==> src/rtl/core_run_ctrl_pkg.sv <==
// Shared types and constants for the core run controller.
package core_run_ctrl_pkg;

    typedef enum logic [2:0] {
        ST_IDLE,
        ST_LOAD,
        ST_CLEAR,
        ST_RUN,
        ST_DONE
    } run_state_e;

    localparam logic [31:0] EBREAK = 32'h0010_0073;
    localparam logic [31:0] ECALL  = 32'h0000_0073;

endpackage

==> src/rtl/run_watchdog.sv <==
// RUN-cycle watchdog compare; only built when CORE_RUN_CTRL_WATCHDOG_EN is defined.
`ifdef CORE_RUN_CTRL_WATCHDOG_EN
module run_watchdog #(
    parameter int MAX_CYCLES = 100000
) (
    input  logic        run_i,
    input  logic [31:0] cycle_count_i,
    output logic        expired_o
);

    localparam logic [31:0] LIMIT = 32'(MAX_CYCLES - 1);

    assign expired_o = run_i && (cycle_count_i == LIMIT);

endmodule
`endif

==> src/rtl/core_run_ctrl.sv <==
// Program loader and run sequencer for a simple core.
// Optional watchdog timeout enabled by defining CORE_RUN_CTRL_WATCHDOG_EN.
module core_run_ctrl
    import core_run_ctrl_pkg::*;
#(
    parameter int DATA_WIDTH = 32,
    parameter int ADDR_WIDTH = 10,
    parameter int MAX_CYCLES = 100000
) (
    input  logic                  clk,
    input  logic                  rst,
    input  logic                  start,
    input  logic                  abort,
    input  logic                  load_valid,
    input  logic [DATA_WIDTH-1:0] load_data,
    input  logic                  load_last,
    output logic                  load_ready,
    input  logic [DATA_WIDTH-1:0] instr,
    output logic                  imem_wr_en,
    output logic [ADDR_WIDTH-1:0] imem_wr_addr,
    output logic [DATA_WIDTH-1:0] imem_wr_data,
    output logic                  core_rst,
    output logic                  core_run,
    output logic                  busy,
    output logic                  done,
    output logic                  timeout,
    output logic                  overflow,
    output logic [31:0]           cycle_count
);

    run_state_e            state_q, state_d;
    logic [ADDR_WIDTH-1:0] addr_q, addr_d;
    logic [31:0]           cycle_q, cycle_d;
    logic                  overflow_q, overflow_d;
    logic                  halt;
    logic                  wd_expired;
    logic                  start_ok;

    assign halt     = (instr == DATA_WIDTH'(EBREAK)) || (instr == DATA_WIDTH'(ECALL));
    assign start_ok = start && !abort && ((state_q == ST_IDLE) || (state_q == ST_DONE));

`ifdef CORE_RUN_CTRL_WATCHDOG_EN
    logic timeout_q;

    run_watchdog #(
        .MAX_CYCLES(MAX_CYCLES)
    ) u_watchdog (
        .run_i        (state_q == ST_RUN),
        .cycle_count_i(cycle_q),
        .expired_o    (wd_expired)
    );

    // A halt in the same cycle wins: the run ends normally, not by timeout.
    always_ff @(posedge clk) begin
        if (rst) begin
            timeout_q <= 1'b0;
        end else if (start_ok) begin
            timeout_q <= 1'b0;
        end else if (!abort && wd_expired && !halt) begin
            timeout_q <= 1'b1;
        end
    end

    assign timeout = timeout_q;
`else
    logic unused_max_cycles;

    assign unused_max_cycles = ^32'(MAX_CYCLES);
    assign wd_expired        = 1'b0;
    assign timeout           = 1'b0;
`endif

    always_comb begin
        state_d    = state_q;
        addr_d     = addr_q;
        cycle_d    = cycle_q;
        overflow_d = overflow_q;

        case (state_q)
            ST_IDLE, ST_DONE: begin
                if (start) begin
                    state_d    = ST_LOAD;
                    addr_d     = '0;
                    cycle_d    = '0;
                    overflow_d = 1'b0;
                end
            end
            ST_LOAD: begin
                if (load_valid) begin
                    // The counter parks on the last address instead of wrapping.
                    if (addr_q != '1) begin
                        addr_d = addr_q + 1'b1;
                    end
                    if (load_last) begin
                        state_d = ST_CLEAR;
                    end else if (addr_q == '1) begin
                        state_d    = ST_CLEAR;
                        overflow_d = 1'b1;
                    end
                end
            end
            ST_CLEAR: begin
                state_d = ST_RUN;
            end
            ST_RUN: begin
                if (cycle_q != '1) begin
                    cycle_d = cycle_q + 32'd1;
                end
                if (halt || wd_expired) begin
                    state_d = ST_DONE;
                end
            end
            default: begin
                state_d = ST_IDLE;
            end
        endcase

        if (abort) begin
            state_d    = ST_IDLE;
            addr_d     = addr_q;
            cycle_d    = cycle_q;
            overflow_d = overflow_q;
        end
    end

    always_ff @(posedge clk) begin
        if (rst) begin
            state_q    <= ST_IDLE;
            addr_q     <= '0;
            cycle_q    <= '0;
            overflow_q <= 1'b0;
        end else begin
            state_q    <= state_d;
            addr_q     <= addr_d;
            cycle_q    <= cycle_d;
            overflow_q <= overflow_d;
        end
    end

    assign load_ready   = (state_q == ST_LOAD);
    assign imem_wr_en   = load_valid && load_ready;
    assign imem_wr_addr = addr_q;
    assign imem_wr_data = load_data;
    assign core_rst     = (state_q == ST_IDLE) || (state_q == ST_LOAD) || (state_q == ST_CLEAR);
    assign core_run     = (state_q == ST_RUN);
    assign busy         = (state_q == ST_LOAD) || (state_q == ST_CLEAR) || (state_q == ST_RUN);
    assign done         = (state_q == ST_DONE);
    assign overflow     = overflow_q;
    assign cycle_count  = cycle_q;

endmodule

==> config.mk <==
export PLATFORM = sky130hd
export DESIGN_NAME = core_run_ctrl
export DESIGN_NICKNAME = d
export VERILOG_FILES = /design/src/rtl/core_run_ctrl_pkg.sv /design/src/rtl/run_watchdog.sv /design/src/rtl/core_run_ctrl.sv
export SDC_FILE = /design/constraint.sdc
export NUM_CORES = 1
export LEC_CHECK = 0
export ABC_AREA = 1
export BUFFER_PORTS_ARGS = -buffer_cell sky130_fd_sc_hd__buf_2
export CORE_ASPECT_RATIO = 1.2
export CORE_MARGIN = 8
export CORE_UTILIZATION = 54
export CTS_BUF_LIST = sky130_fd_sc_hd__clkbuf_4 sky130_fd_sc_hd__clkbuf_8
export CTS_CLUSTER_SIZE = 24
export DETAILED_ROUTE_END_ITERATION = 8
export PLACE_DENSITY = 0.88
export SETUP_SLACK_MARGIN = 0.15
export SLEW_MARGIN = 25
export SYNTH_ARGS = -nofsm -noshare
export SYNTH_HDL_FRONTEND = slang
export SYNTH_SLANG_ARGS = --single-unit
==> constraint.sdc <==
create_clock -name clk -period 3.8 [get_ports clk]
set_clock_uncertainty 0.1 [all_clocks]
set_input_delay 0 -clock clk [delete_from_list [all_inputs] [get_ports clk]]
set_output_delay 0 -clock clk [all_outputs]
set_load 0.01 [all_outputs]
==> impl_results.md <==
- Status: finished, final reports clean
- Req. time, crit path: a little under 4 ns
- Warnings, synthesis: 0
- R2R Path End: cycle_count[0]
- Num Clock Sinks: 46
- Initial Util: 54.9%
- TritonCTS Buffers: 5
- Worst slew pin tran: around 0.76 ns
- Setup TNS Final: 0 ns
- Final Slew Violations: 0
- Top_reg_cell synth: dfxtp_1
- Crit path DAT: 2.50 ns
- Layout cell share with drive strength beyond 1: 16.7%
- Number of antenna diodes: 0
- Worst skew pair latency: 0.30 ns
- Yosys cell types: 33
- Synth-to-Final Area Change: 17.4%
- # rows: 33
- Start point of the critical path: cycle_count[0]
- Yosys reg bits: 46
- I/O pin total: 152
- Cells after DPL: roughly 770
- Die width: 91.5 microns
- LEAKAGE: 0.00200 uW
- Detail Placement HPWL: 7580 microns
- Area of the mapped netlist: ~3700 sq um
- Finished Layout Cells: 810
- Max-slew headroom: 49.2%
- Clk buf depth: 2
- Period utilization: 63.2%
- CTS Root Cell: clkbuf_8
- Worst setup path end: cycle_count[0]
- Min-Delay Path Class: in2reg
- Die ar.: 9760 sq um
- Synth Area per Inst: 5.75 sq um
- TritonCTS clock tree: yes
- Core Area: between 6000 and 7000 sq um
- Worst VDD drop: 160 uV
- Congestion Overflow GR: 0
- Post-layout min period: 2.40 ns
- DR DRC count: 0
- Critical path peak fanout: 23
- Post-Place Worst Slack: 1.44 ns
- Vias per Instance: 5.24
- Final setup vio count: 0
- Final WS setup: approximately 1.4 ns
- Async SR Flop Fraction: 0%
- CP endpoint kind: flop
- RR Startpoint: cycle_count[0]
- Via count: 4,241
- Unrepaired setup endpoints after global routing: no
- Clk slew on worst S/H paths: roughly 0.090 ns
- Synth area leaders: dfxtp_1 (25%), nand2_1 (20%), nor2_1 (12%), nand3_1 (8.3%), inv_1 (8.0%)
- H-tree levels: 2
- Post-Syn Nets: 715
- First-pass GRT wire length: 17,600 microns
- Post-synthesis cell type with the largest combined area: dfxtp_1
- Final Util: 64.5%
- Share of the yosys chip area belonging to registers: 24.9%
- GRT Util Overall: 21.2%
- Max Fclk: 417 MHz
- Syn Inst Count: 643
- Die Y: 107 microns
- Fillers: 626
- Max-Cap Viols: 0
- Final Hold Fails: 0
- ANT nets after route: 0
- Vias in the first global route: roughly 4,000
- Fin nets: 795
- FF-to-FF path depth: 12
- Wirelength per Cell: 13.2 microns
- Port Buf Inserts: 85
- Synth top area share: 24.9%
- Largest net degree at the start of global routing: 40
- Internal reg-to-reg setup slack: ~1.4 ns
- Critical path class: reg2reg
- Routability cong.: 0.920
- Power per Cell Area: roughly 230 nW/um^2
- Drt first pass iters: 6
- Drt initial violations: between 200 and 250
- CP startpoint kind: flop
- Total wire length: 10,700 microns
- Initial antenna violation count: 0
- Post-synth EDFFs: 0
- # Post-CTS Setup Buffers: 0
## through the flow
stage	power [uW]	area (sq um)	hold slack [ns]
6_report	987	4340	0.0527
5_1_grt	1040	4340	0.107
4_1_cts	993	4340	0.0409
3_5_place_dp	666	3910	-0.0999
3_3_place_gp	659	3910	-0.0999
2_1_floorplan	653	3700	-0.00823
## cell usage after synthesis (3+ instances only)
master,instances
nand2_1,193
nor2_1,118
inv_1,79
nand3_1,61
dfxtp_1,46
buf_4,35
a21oi_1,23
nand3_2,10
nand4_1,8
buf_2,7
o21ai_0,7
xor2_1,7
nand2_2,6
nand3b_1,6
nor3_1,6
clkbuf_1,5
nor2_4,3
## worst max-delay path, cell delays in order, from the launching register on
cell	delay, ns
dfxtp_1	0.46
ha_1	0.24
nand2_2	0.10
nor2_8	0.19
nand2_4	0.10
nor2_4	0.15
nand2_1	0.09
nand2_1	0.08
nand2_2	0.06
nand2_2	0.34
inv_1	0.19
nor2_1	0.14
nor2_1	0.05
## worst min path at each step
stage | startpoint | endpoint | slack [ns] | cells past startpoint
finish | start | state_q[0] | 0.05 | 6
detailed placement | load_data[12] | imem_wr_data[12] | -0.1 | 0
global route | start | state_q[0] | 0.11 | 6
CTS | start | state_q[0] | 0.04 | 6
floorplan | load_data[0] | imem_wr_data[0] | -0.008 | 1
global placement | load_data[12] | imem_wr_data[12] | -0.1 | 0
## cells in the final DEF (no fill, tap or decap), types with 3 or more instances in the layout
cell type | netlist | layout
a21oi_1 | 23 | 23
buf_2 | 7 | 85
buf_4 | 35 | 3
clkbuf_8 | 0 | 5
dfxtp_1 | 46 | 46
dlygate4sd3_1 | 0 | 35
inv_1 | 79 | 79
nand2_1 | 193 | 193
nand2_2 | 6 | 6
nand3_1 | 61 | 61
nand3_2 | 10 | 10
nand3b_1 | 6 | 6
nand4_1 | 8 | 8
nor2_1 | 118 | 118
nor2_4 | 3 | 3
nor3_1 | 6 | 6
o21ai_0 | 7 | 7
xor2_1 | 7 | 7
## layer usage
metal / global-route usage, % / vias to the layer above / part of all wire, %
met4: 7.74 / 0 / 2.8
met3: 5.03 / 28 / 8.9
met1: 21.5 / 1904 / 37
li1: - / 2103 / -
met5: 0 / - / 0
met2: 40.6 / 206 / 51
## logic make-up (layout without fill, tap and decap cells)
family                   after synthesis  in the layout  share of synthesized area (%)
buffers and inverters                132            212                           17.6
AND/OR/NAND/NOR                      421            421                           50.1
XOR/XNOR                               9              9                           2.13
adder cells (fa/ha/maj)                2              2                          0.677
AO/OA/AOI/OAI                         32             32                           4.47
flip-flops                            46             46                           24.9
other                                  1              1                          0.101
## where the power goes
part | leakage (uW) | internal (uW) | switching, uW
logic | 0.00158 | 77.6 | 114
clock network | 0.0000438 | 124 | 166
registers | 0.000372 | 491 | 13.9
total | 0.00200 | 693 | 294
## cell type report
class | count | area [sq um] | share of cell area (%)
Multi-Input combinational cell | 465 | 2130 | 49.0
Inverter | 82 | 308 | 7.09
Clock inverter | 2 | 10.0 | 0.231
Timing Repair Buffer | 123 | 798 | 18.4
Sequential cell | 46 | 921 | 21.2
Clock buffer | 5 | 68.8 | 1.59
Tap cell | 87 | 109 | 2.51
## flip-flops by register name, indices dropped and copies added (netlist names)
signal and count:
cycle_count 32, imem_wr_addr 10, overflow 1, state_q 3
## repair_timing
action                                 in CTS  in global routing
hold buffers                               35                  0
resized for setup                           0                  0
endpoints found under the hold margin      44                  0
No activity file was read; power rests on OpenSTA's default activity.
